File: src/rtl/reg_bank_reader_pkg.sv
// Shared definitions for the enable/clear register bank control (read and write side).
package reg_bank_reader_pkg;

  typedef enum logic [1:0] {
    IDLE = 2'd0,
    LOAD = 2'd1,
    SEND = 2'd2,
    FIN  = 2'd3
  } state_t;

  // Smallest width w with 2**w >= n (n >= 1).
  function automatic int clog2_of(input int n);
    int w;
    w = 0;
    while ((1 << w) < n) w++;
    return w;
  endfunction

  function automatic int addr_width(input int numreg);
    return clog2_of(numreg);
  endfunction

  // A transfer length must be able to express numreg itself.
  function automatic int cnt_width(input int numreg);
    return clog2_of(numreg + 1);
  endfunction

endpackage

File: src/rtl/reg_bank_reader_enreg.sv
// Enable/clear register: synchronous clear beats enable, async active-high reset.
module reg_bank_reader_enreg #(
  parameter int W = 32
) (
  input  logic         clk,
  input  logic         reset,
  input  logic         en,
  input  logic         clr,
  input  logic [W-1:0] d,
  output logic [W-1:0] q
);

  always_ff @(posedge clk or posedge reset) begin
    if (reset)    q <= '0;
    else if (clr) q <= '0;
    else if (en)  q <= d;
  end

endmodule

File: src/rtl/reg_bank_reader.sv
// Walks a window of bank entries and streams each word out over valid/ready.
module reg_bank_reader
  import reg_bank_reader_pkg::*;
#(
  parameter int SIZEDATA = 32,
  parameter int NUMREG   = 16,
  parameter int ADDRW    = addr_width(NUMREG),
  parameter int CNTW     = cnt_width(NUMREG)
) (
  input  logic                clk,
  input  logic                reset,
  input  logic                clear,
  input  logic                start,
  input  logic [ADDRW:0]      base,
  input  logic [CNTW-1:0]     count,
  output logic [ADDRW-1:0]    rd_addr,
  input  logic [SIZEDATA-1:0] rd_data,
  output logic [SIZEDATA-1:0] out_data,
  output logic                out_valid,
  input  logic                out_ready,
  output logic                busy,
  output logic                done,
  output logic                err
);

  state_t          state;
  logic [CNTW-1:0] remaining;
  logic            load;

  // An abort landing in LOAD must leave the previous word in place.
  assign load = (state == LOAD) && !clear;

  reg_bank_reader_enreg #(.W(SIZEDATA)) u_out_reg (
    .clk   (clk),
    .reset (reset),
    .en    (load),
    .clr   (1'b0),
    .d     (rd_data),
    .q     (out_data)
  );

  always_ff @(posedge clk or posedge reset) begin
    if (reset) begin
      state     <= IDLE;
      remaining <= '0;
      rd_addr   <= '0;
      out_valid <= 1'b0;
      busy      <= 1'b0;
      done      <= 1'b0;
      err       <= 1'b0;
    end else if (clear) begin
      state     <= IDLE;
      remaining <= '0;
      out_valid <= 1'b0;
      busy      <= 1'b0;
      done      <= 1'b0;
      err       <= 1'b0;
    end else begin
      case (state)
        IDLE: begin
          done <= 1'b0;
          err  <= 1'b0;
          if (start) begin
            busy <= 1'b1;
            if (base[ADDRW]) begin
              state <= FIN;
              done  <= 1'b1;
              err   <= 1'b1;
            end else if (count == '0) begin
              state <= FIN;
              done  <= 1'b1;
            end else begin
              rd_addr   <= base[ADDRW-1:0];
              remaining <= count;
              state     <= LOAD;
            end
          end
        end
        LOAD: begin
          out_valid <= 1'b1;
          state     <= SEND;
        end
        SEND: begin
          if (out_valid && out_ready) begin
            out_valid <= 1'b0;
            remaining <= remaining - CNTW'(1);
            if (remaining == CNTW'(1)) begin
              state <= FIN;
              done  <= 1'b1;
            end else begin
              rd_addr <= rd_addr + ADDRW'(1);
              state   <= LOAD;
            end
          end
        end
        FIN: begin
          done  <= 1'b0;
          err   <= 1'b0;
          busy  <= 1'b0;
          state <= IDLE;
        end
        default: state <= IDLE;
      endcase
    end
  end

endmodule

File: config.mk
export PLATFORM = sky130hd
export DESIGN_NAME = reg_bank_reader
export DESIGN_NICKNAME = d
export VERILOG_FILES = /design/src/rtl/reg_bank_reader_pkg.sv /design/src/rtl/reg_bank_reader_enreg.sv /design/src/rtl/reg_bank_reader.sv
export SDC_FILE = /design/constraint.sdc
export NUM_CORES = 1
export LEC_CHECK = 0
export CAP_MARGIN = 30
export CELL_PAD_IN_SITES_DETAIL_PLACEMENT = 1
export CELL_PAD_IN_SITES_GLOBAL_PLACEMENT = 2
export CORE_MARGIN = 2
export CORE_UTILIZATION = 23
export DETAILED_ROUTE_END_ITERATION = 12
export GPL_TIMING_DRIVEN = 0
export HOLD_SLACK_MARGIN = 0.08
export PLACE_DENSITY_LB_ADDON = 0.15
export SYNTH_ARGS = -nofsm -noshare
export SYNTH_HDL_FRONTEND = slang
export SYNTH_SLANG_ARGS = --single-unit
File: constraint.sdc
create_clock -name clk -period 5.8 [get_ports clk]
set_input_delay 1.16 -clock clk [delete_from_list [all_inputs] [get_ports clk]]
set_output_delay 1.16 -clock clk [all_outputs]
set_load 0.01 [all_outputs]
==> impl_metrics.ini <==
[synth]
synth_common_cells = dfrtp_1 (47), mux2_2 (35), inv_1 (14)
yosys-top-cells-area = dfrtp_1 (50%), mux2_2 (17%), ha_1 (3.7%)
avgSynthCellArea_um2 = 11.9
synthFlopType = dfrtp_1
yosysTopAreaCell = dfrtp_1
netlist.area_leader.share = 0.498
synthesis.area_um2 = 2360
synthMuxAreaShare = 0.178
synthArstFlopShare = 1.00
synth_most_common_cell = dfrtp_1
synth_compound_area_frac = 0.139
yosys_warnings = 0
yosys.area_share.simple = 0.107
synth_fa_ha_area_frac = 0.0371
syn-num-nets = 253
synth_edf_count = 0
synth_xor_area_frac = 0
synth_top_family_by_area = multiplexers
ys_types = 49
postSynthCellCount = 199
ys_seq_area_frac = 0.498
ys_seq_elements = 47

[setup_path]
worst_r2r_path_depth = 8
crit_arrival_ns = 3.11
critPathKind = in -> reg
cp_cell_sequence = clkdlybuf4s50_1 > clkbuf_1 > clkbuf_1 > nor4_1 > o41ai_1 > nand4_1
critPathSlowestCell = clkdlybuf4s50_1
cp-start-kind = primary input
critPathMaxStageDelay_ns = 0.48
required_ns = 5.98
critPathMostFrequentCell = clkbuf_1
r2r-end = remaining[2]$_DFFE_PP0P_
crit-reg2reg-launch = state[0]$_DFFE_PP0P_
path_delay_family = buffers and inverters
path_max_fanout = 10
path_buf_inv = 3
crit_path_end_kind = register
r2r_slack_ns = 3.39

[timing]
fin_tns_setup_ns = 0
fin_crit_sh = 0.507
period_needed_ns = 2.94
fmax_mhz = 340
whs_ns = 0.508
worst_slew_pin_slew_ns = 0.559
hold_viol_final = 0
timing.final.ws_setup_ns = 2.86
rsz0062_at_grt = no
setup_viol = 0
maxSlewHeadroom = 0.628
fin_skew_ns = 0.00825
drv_slew = 0

[final_layout]
seqCellArea_um2 = 1180
utilization = 0.357
drive_above_1_share = 0.184
nFillCells = 1095
insertedDiodeCount = 0
area_delta_synth_final_pct = 49.2
final_cells = 427
finish.net_count = 347
finalInstanceArea_um2 = 3520
multi_input_area_um2 = 1090

[worst_hold_path]
holdPathEnd = u_out_reg.q[24]$_DFFE_PP0P_
hp-class = reg -> reg
min_path_cells = 1
hp-start = u_out_reg.q[24]$_DFFE_PP0P_

[place]
routabilityCongestion = 0.733
dp_hpwl_mm = 4.95
dpl_worst_slack_ns = 2.53
io_buffer_count = 86
dpl_cell_area_um2 = 3410
numPlacedInstances = 419

[power_and_ir_drop]
powerDensity_nw_per_um2 = 499
finalPower_mw = 1.76
vdd.ir_drop.worst_mv = 0.142
p_leak_nw = 1.41

[detailed_routing]
post-route-drc-count = 0
wl_per_cell_um = 15.4
via_count = 1898
dr.pass1.iters = 4
drtIter0Drc = 32
wirelength_mm = 6.56
viasPerCell = 4.44
antenna_violating_nets_post_route = 0

[global_routing]
grt_pass1_vias = 2066
grt_start_max_net_pins = 27
grt-ovfl-total = 0
track_usage = 0.125
antenna_found_initial = 0
grt_pass1_wl_mm = 11.1

[floorplan]
ios = 87
dieArea_um2 = 11100
initial_core_util = 0.239
core_area_um2 = 9860
die_h_um = 105
die_x_um = 105
rows = 36

[clocking]
clkSinkCount = 47
cts_buffers = 5
clk_latency_ns = 0.30
cts_root_buf = clkbuf_8
clk_path_buf_depth = 2
cts_tree = built
htree_levels = 2
clk_pin_slew_ns = 0.10
hold_buffers = 0
postCtsSetupRepairBufs = 0
cts_resized = 0

[run_status]
outcome = finished clean

[job]
cap_violations = 0
worst max-delay path by stage:
stage,end,depth (start not counted),start,slack [ns]
after floorplan,rd_addr[1]$_DFFE_PP0P_,4,clear,3.21
after global placement,u_out_reg.q[14]$_DFFE_PP0P_,2,reset,2.30
after detailed placement,remaining[2]$_DFFE_PP0P_,6,clear,2.53
after CTS,remaining[2]$_DFFE_PP0P_,6,clear,2.85
after global routing,remaining[2]$_DFFE_PP0P_,6,clear,2.62
final,remaining[2]$_DFFE_PP0P_,6,clear,2.86
cells by family after synthesis:
| logic type | after synthesis |
|---|---|
| DFF | 47 |
| and+or+nand+nor | 43 |
| AOI/OAI and AO/OA | 41 |
| muxes | 37 |
| buffers and inverters | 24 |
| adders and majority gates | 7 |
worst register-to-register path, stage by stage (launching register included):
cell and delay [ns]:
dfrtp_1 0.43, inv_1 0.12, ha_1 0.17, buf_6 0.14, clkbuf_1 0.43, clkbuf_1 0.46, nor3_1 0.12, o41ai_1 0.31
nand4_1 0.12
layout make-up:
cell class,instances,share of cell area
plain buffers,10,0.0131
clock buffers,5,0.0195
well taps,133,0.0472
flip-flops and latches,47,0.334
clock inverters,3,0.0131
inverters,14,0.0149
multi-input cells,128,0.308
repair buffers,87,0.250
placed cells by master, fill, tap and decap left out, types with 2 or more instances in the layout:
| cell | count |
|---|---|
| clkdlybuf4s50_1 | 86 |
| dfrtp_1 | 47 |
| mux2_2 | 35 |
| inv_1 | 13 |
| nor2_1 | 11 |
| ha_1 | 7 |
| a21oi_1 | 6 |
| a211oi_1 | 6 |
| clkbuf_1 | 5 |
| nor3_1 | 5 |
| o21ai_0 | 5 |
| nand2_1 | 5 |
| clkbuf_8 | 5 |
| nor2b_1 | 4 |
| nand3_1 | 4 |
| buf_1 | 3 |
| a21o_1 | 2 |
| o21a_1 | 2 |
| a2bb2oi_1 | 2 |
| or3_1 | 2 |
| o211ai_1 | 2 |
| nand2b_1 | 2 |
| o221ai_1 | 2 |
report_power, final:
group	leakage, nW	switching (mW)	total, mW	internal, mW
registers	0.571	0.0985	0.583	0.485
clock network	0.0548	0.123	0.253	0.130
logic	0.783	0.402	0.922	0.521
routing by layer:
| layer | up-vias | wire [um] | track usage | share of wire |
|---|---|---|---|---|
| met2 | 70 | 2980 | 0.209 | 0.45 |
| li1 | 913 | - | - | - |
| met5 | - | 0 | 0 | 0 |
| met3 | 4 | 415 | 0.0254 | 0.063 |
| met4 | 0 | 65 | 0.0314 | 0.0099 |
| met1 | 911 | 3090 | 0.166 | 0.47 |
sequential cells by signal (all words and copies together), names as in the netlist:
| name | cells |
|---|---|
| out_valid | 1 |
| done | 1 |
| err | 1 |
| remaining | 5 |
| state | 2 |
| u_out_reg.q | 32 |
| busy | 1 |
| rd_addr | 4 |
Power figures use the tool's default switching activity.
